==> src/rtl/i2c_apb_cmd_sched.sv <==
// i2c_apb_cmd_sched
//   Shares the APB slave port of one i2c_master_top between NUM_REQ requesters.
//   Requesters are served round-robin, one single-byte I2C transfer at a time.
//   Each accepted command becomes an APB register sequence:
//     SADDR write -> TXD write (I2C writes only) -> CMD write -> STAT polls
//     -> RXD read (I2C reads that were ACKed) -> one-cycle response.
//
// Ports
//   pclk_i, preset_i      clock, synchronous active-high reset
//   req_valid_i[k]        requester k has a command pending
//   req_saddr_i[7k+:7]    7-bit I2C slave address of requester k
//   req_rw_i[k]           1 = I2C read, 0 = I2C write
//   req_wdata_i[8k+:8]    write byte of requester k
//   req_ready_o           one-hot accept strobe (the command is latched that cycle)
//   rsp_valid_o           one-hot, one-cycle completion pulse to the owner
//   rsp_rdata_o           read byte (0 for writes, NACK or timeout)
//   rsp_nack_o            slave NACKed the transfer
//   rsp_timeout_o         status stayed busy for POLL_MAX reads
//   psel_o .. pwdata_o    APB master outputs towards i2c_master_top
//   prdata_i, pready_i    APB read data / ready from i2c_master_top
//
// Handshakes
//   Request side: a requester holds req_valid_i and its data stable until it
//   sees its req_ready_o bit high; the command is captured on that clock edge.
//   APB side: setup cycle (psel=1, penable=0), then access cycles (psel=1,
//   penable=1) until pready_i=1; the transfer completes on that edge.
module i2c_apb_cmd_sched #(
    parameter int         NUM_REQ   = 2,
    parameter logic [7:0] REG_SADDR = 8'h00,
    parameter logic [7:0] REG_TXD   = 8'h01,
    parameter logic [7:0] REG_CMD   = 8'h02,
    parameter logic [7:0] REG_STAT  = 8'h03,
    parameter logic [7:0] REG_RXD   = 8'h04,
    parameter int         POLL_MAX  = 255
) (
    input  logic                 pclk_i,
    input  logic                 preset_i,
    input  logic [NUM_REQ-1:0]   req_valid_i,
    input  logic [7*NUM_REQ-1:0] req_saddr_i,
    input  logic [NUM_REQ-1:0]   req_rw_i,
    input  logic [8*NUM_REQ-1:0] req_wdata_i,
    output logic [NUM_REQ-1:0]   req_ready_o,
    output logic [NUM_REQ-1:0]   rsp_valid_o,
    output logic [7:0]           rsp_rdata_o,
    output logic                 rsp_nack_o,
    output logic                 rsp_timeout_o,
    output logic                 psel_o,
    output logic                 penable_o,
    output logic                 pwrite_o,
    output logic [7:0]           paddr_o,
    output logic [7:0]           pwdata_o,
    input  logic [7:0]           prdata_i,
    input  logic                 pready_i
);

    localparam int PTR_W = (NUM_REQ > 2) ? 2 : 1;

    typedef enum logic [2:0] {
        S_IDLE, S_SADDR, S_TXD, S_CMD, S_POLL, S_RXD, S_RESP
    } state_t;

    state_t             state, nxt;
    logic [PTR_W-1:0]   rr_ptr, owner, win;
    logic               found;
    logic [7:0]         poll_cnt;
    logic [6:0]         cmd_saddr, sel_saddr;
    logic               cmd_rw, sel_rw;
    logic [7:0]         cmd_wdata, sel_wdata;
    logic [NUM_REQ-1:0] owner_oh;
    logic               busy, poll_expired;

    assign busy         = prdata_i[0];
    // poll_cnt counts busy reads already taken; this read is number poll_cnt+1
    assign poll_expired = (poll_cnt >= 8'(POLL_MAX - 1));

    // Round-robin search starting at rr_ptr, wrapping around.
    always_comb begin
        int               idx;
        logic [PTR_W-1:0] cand;
        found = 1'b0;
        win   = '0;
        idx   = 0;
        cand  = '0;
        for (int i = 0; i < NUM_REQ; i++) begin
            idx = int'(rr_ptr) + i;
            if (idx >= NUM_REQ) idx = idx - NUM_REQ;
            cand = idx[PTR_W-1:0];
            if (!found && req_valid_i[cand]) begin
                found = 1'b1;
                win   = cand;
            end
        end
    end

    always_comb begin
        sel_saddr = '0;
        sel_rw    = 1'b0;
        sel_wdata = '0;
        for (int k = 0; k < NUM_REQ; k++) begin
            if (win == PTR_W'(k)) begin
                sel_saddr = req_saddr_i[7*k +: 7];
                sel_rw    = req_rw_i[k];
                sel_wdata = req_wdata_i[8*k +: 8];
            end
        end
    end

    // Ready is gated by reset: a grant shown during reset would never be latched.
    always_comb begin
        owner_oh        = '0;
        owner_oh[owner] = 1'b1;
        req_ready_o     = '0;
        if (state == S_IDLE && found && !preset_i) req_ready_o[win] = 1'b1;
    end

    // Follow-on state once the current APB transfer completes.
    always_comb begin
        case (state)
            S_SADDR: nxt = cmd_rw ? S_CMD : S_TXD;
            S_TXD:   nxt = S_CMD;
            S_CMD:   nxt = S_POLL;
            S_POLL:  begin
                if (busy) nxt = poll_expired ? S_RESP : S_POLL;
                else      nxt = (cmd_rw && !prdata_i[1]) ? S_RXD : S_RESP;
            end
            S_RXD:   nxt = S_RESP;
            default: nxt = S_IDLE;
        endcase
    end

    // {pwrite, paddr, pwdata} for the setup phase of a transfer state.
    function automatic logic [16:0] setup_for(input state_t s);
        case (s)
            S_SADDR: setup_for = {1'b1, REG_SADDR, 1'b0, cmd_saddr};
            S_TXD:   setup_for = {1'b1, REG_TXD, cmd_wdata};
            S_CMD:   setup_for = {1'b1, REG_CMD, 6'b0, cmd_rw, 1'b1};
            S_POLL:  setup_for = {1'b0, REG_STAT, 8'h00};
            S_RXD:   setup_for = {1'b0, REG_RXD, 8'h00};
            default: setup_for = '0;
        endcase
    endfunction

    always_ff @(posedge pclk_i) begin
        if (preset_i) begin
            state         <= S_IDLE;
            rr_ptr        <= '0;
            owner         <= '0;
            poll_cnt      <= '0;
            cmd_saddr     <= '0;
            cmd_rw        <= 1'b0;
            cmd_wdata     <= '0;
            psel_o        <= 1'b0;
            penable_o     <= 1'b0;
            pwrite_o      <= 1'b0;
            paddr_o       <= '0;
            pwdata_o      <= '0;
            rsp_valid_o   <= '0;
            rsp_rdata_o   <= '0;
            rsp_nack_o    <= 1'b0;
            rsp_timeout_o <= 1'b0;
        end else begin
            case (state)
                S_IDLE: begin
                    if (found) begin
                        owner     <= win;
                        rr_ptr    <= (win == PTR_W'(NUM_REQ - 1)) ? '0 : win + 1'b1;
                        cmd_saddr <= sel_saddr;
                        cmd_rw    <= sel_rw;
                        cmd_wdata <= sel_wdata;
                        poll_cnt  <= '0;
                        psel_o    <= 1'b1;
                        penable_o <= 1'b0;
                        // cmd_saddr is not loaded yet, so drive the SADDR setup directly
                        {pwrite_o, paddr_o, pwdata_o} <= {1'b1, REG_SADDR, 1'b0, sel_saddr};
                        state     <= S_SADDR;
                    end
                end
                S_RESP: begin
                    rsp_valid_o   <= '0;
                    rsp_rdata_o   <= '0;
                    rsp_nack_o    <= 1'b0;
                    rsp_timeout_o <= 1'b0;
                    state         <= S_IDLE;
                end
                default: begin
                    if (!penable_o) begin
                        penable_o <= 1'b1;
                    end else if (pready_i) begin
                        state <= nxt;
                        if (state == S_POLL && busy) poll_cnt <= poll_cnt + 8'd1;
                        if (nxt == S_RESP) begin
                            psel_o        <= 1'b0;
                            penable_o     <= 1'b0;
                            {pwrite_o, paddr_o, pwdata_o} <= '0;
                            rsp_valid_o   <= owner_oh;
                            rsp_rdata_o   <= (state == S_RXD) ? prdata_i : 8'h00;
                            rsp_nack_o    <= (state == S_POLL) && !busy && prdata_i[1];
                            rsp_timeout_o <= (state == S_POLL) && busy;
                        end else begin
                            // back-to-back: next setup phase starts right away
                            penable_o <= 1'b0;
                            {pwrite_o, paddr_o, pwdata_o} <= setup_for(nxt);
                        end
                    end
                end
            endcase
        end
    end

endmodule

==> config.mk <==
export PLATFORM = sky130hd
export DESIGN_NAME = i2c_apb_cmd_sched
export DESIGN_NICKNAME = d
export VERILOG_FILES = /design/src/rtl/i2c_apb_cmd_sched.sv
export SDC_FILE = /design/constraint.sdc
export NUM_CORES = 1
export LEC_CHECK = 0
export CAP_MARGIN = 20
export CORE_MARGIN = 2
export CORE_UTILIZATION = 45
export CTS_BUF_LIST = sky130_fd_sc_hd__clkbuf_4 sky130_fd_sc_hd__clkbuf_8
export CTS_CLUSTER_DIAMETER = 50
export CTS_CLUSTER_SIZE = 28
export DETAILED_ROUTE_END_ITERATION = 8
export GPL_ROUTABILITY_DRIVEN = 0
export PLACE_DENSITY = 0.78
export SLEW_MARGIN = 20
export SYNTH_ARGS = -nofsm -noshare
export SYNTH_HDL_FRONTEND = slang
export SYNTH_SLANG_ARGS = --single-unit
==> constraint.sdc <==
create_clock -name pclk_i -period 2.1 [get_ports pclk_i]
set_input_delay 0.315 -clock pclk_i [delete_from_list [all_inputs] [get_ports pclk_i]]
set_output_delay 0.315 -clock pclk_i [all_outputs]
set_load 0.01 [all_outputs]
==> flow_summary.yaml <==
status:
  status: "complete, no violations"
synth:
  synthAdderAreaFrac: 0.01321
  yosysUniqueCellTypes: 56
  synthSimpleGateAreaFrac: 0.2532
  synth_compound_area_frac: 0.2136
  ys_top_cells_by_area: "dfxtp_1 (39%), nand2_1 (6.1%), mux2i_1 (4.9%)"
  synthCells: 335
  synth.most_common_cell: "dfxtp_1"
  ys_warn_count: 0
  synth-seq-area-share: 0.3875
  synth_commonest_cells: "dfxtp_1 (55), nand2_1 (46), nor2_1 (33)"
  synth.largest_area_cell: "dfxtp_1"
  netlist_area_um2: 2841
  synth.avg_cell_area_um2: 8.482
  synth-edff-count: 0
  ys_seq_elements: 55
  synth_top_family_by_area: "simple AND/OR/NAND/NOR gates"
  synth-xor-area-share: 0.02158
  synthMuxAreaShare: 0.04932
  synthArstFlopShare: 0
  ys.flop_type: "dfxtp_1"
  netlist.area_leader.share: 0.3875
timing:
  clock_skew_ps: 17.68
  fin_crit_ps: 2074
  setup_viol: 0
  report.final.slew_viol_count: 0
  clock.fmax_mhz: 482.2
  slew_headroom: 0.5533
  fin_setup_tns_ps: 0
  min_period_over_period: 0.9876
  tightest_slew_ps: 667.6
  finalHoldViolCount: 0
  rsz0062_at_grt: "yes"
  setup_slack_ps: 26.05
finish:
  multi_input_area_um2: 1702
  num_antenna_cells: 0
  nets: 482
  drive_gt1_frac: 0.1885
  syn_to_final_growth_pct: 43.86
  fillCellCount: 498
  seqCellArea_um2: 1110
  final_cells: 510
setup_path:
  crit_buf_inv: 2
  crit_fanout: 11
  crit_path_top_delay_cell: "or4_1"
  cp_cell_sequence: "buf_4 -> and4b_1 -> o2111a_1 -> or4_1 -> buf_4 -> a211oi_1 -> a211oi_1"
  critPathArrivalTime_ps: 2280
  start_kind: "flop"
  cp.required_ps: 2300
  path_delay_family: "simple AND/OR/NAND/NOR gates"
  path_class: "flop to flop"
  cp-end-kind: "flop"
  cpPeakStageDelay_ps: 420
clock_tree:
  path_clk_slew_ps: 110
  cts_buffers: 5
  cts_htree_levels: 2
  clk-insertion-delay-late_ps: 320
  clock-root-buffer: "clkbuf_8"
  cts.sinks: 55
  cts_buffer_depth: 2
  cts_tree: "built"
global_routing:
  grt_pass1_wl_mm: 12.69
  grt_pass1_vias: 2775
  grt_max_degree: 30
  antenna_found_initial: 0
  grt_use_total: 0.2187
  overflow: 0
route:
  vias: 2850
  wirelength_mm: 7.977
  drc_errors: 0
  drtPass1Iterations: 5
  drtIter0Drc: 178
  viasPerCell: 5.588
  wl_per_cell_um: 15.64
  ant_nets: 0
placed_design:
  dpl.hpwl_mm: 5.788
  io_buffers: 72
  place_ws_ps: -199.7
  dp.cells: 502
floorplan:
  dieArea_um2: 6966
  core_um2: 6026
  initial_core_util: 0.4716
  num_rows: 28
  ios: 78
  die_h_um: 83.47
  die_x_um: 83.47
pwr:
  power.total_uw: 2382
  power_density_nw_per_um2: 582.8
  p_leak_uw: 0.001642
  ir_drop_v: 0.0005099
hold_path:
  min_path_type: "flop to flop"
job:
  drv_cap: 0
[registers in the layout, indices dropped and copies added (netlist names)]
name,count
cmd_wdata,8
poll_cnt,8
pwdata_o,8
rsp_rdata_o,8
cmd_saddr,7
paddr_o,3
state,3
rsp_valid_o,2
cmd_rw,1
owner,1
penable_o,1
psel_o,1
pwrite_o,1
rr_ptr,1
rsp_nack_o,1
rsp_timeout_o,1
[where the power goes]
group / switching, uW / leakage [uW] / total, uW / internal (uW)
Combinational: 245 / 0.00113 / 508 / 263
Clock: 344 / 0.0000612 / 730 / 386
Sequential: 43.4 / 0.000452 / 1140 / 1100
[cell families (layout without fill, tap and decap cells)]
family / after synthesis / after routing
compound gates: 80 / 80
xor+xnor: 7 / 7
fa+ha+maj: 3 / 3
buf+inv: 30 / 126
flops: 55 / 55
mux: 14 / 14
other cells: 1 / 5
simple gates: 145 / 145
[cell type report]
type / count / area share
multi-input combinational: 254 / 0.4163
sequential: 55 / 0.2715
timing repair buffer: 115 / 0.2577
tap: 75 / 0.02296
clock buffer: 6 / 0.02020
clock inverter: 2 / 0.008571
inverter: 3 / 0.002755
[per-layer routing]
metal	track usage	routed length [um]
met1	0.2825	3494
met2	0.3746	3925
met3	0.03165	421
met4	0.07331	136
met5	0	0
[worst register-to-register path: cells and delay by family, from the launching register on]
family / cells / cell delay [ps]
compound gates: 3 / 560
buf+inv: 2 / 370
flops: 1 / 390
simple gates: 2 / 640
[metrics by stage]
stage                       util  area, um^2  hold slack, ps
after floorplan                -        2867           407.2
after global placement    0.6393        3852           418.4
after detailed placement  0.6393        3852           434.2
after CTS                 0.6642        4003           448.5
after global routing      0.6784        4088           468.9
final                     0.6784        4088           446.5
[worst paths after layout]
kind	end	slack, ps	start	cells after the start
setup / recovery	pwdata_o[6]	30	state[1]	7
hold / removal	cmd_wdata[7]	450	cmd_wdata[7]	2
setup reg to reg	pwdata_o[6]	30	state[1]	7
hold reg to reg	cmd_wdata[7]	450	cmd_wdata[7]	2
[repair_timing]
item                                    in CTS  in global routing
cloned                                       0                  0
setup buffers                                0                  0
hold buffers                                 0                  0
endpoints found under the setup margin      19                 22
gates resized for setup                     11                 17
[placed cells by master (no fill, tap or decap), drive strengths merged, types with 4 or more instances in the layout]
master,n
a311oi,9
a211oi,15
a22oi,10
o21ai,9
a21o,6
nor3,9
dfxtp,55
a21oi,9
xor2,4
clkdlybuf4s50,70
nand3,16
clkbuf,6
nor2,34
mux2i,14
nor4b,6
buf,43
nand2,47
nand2b,6
nor2b,6
conb,5
a31oi,7
Note: power is estimated with default switching activity, not from simulation.
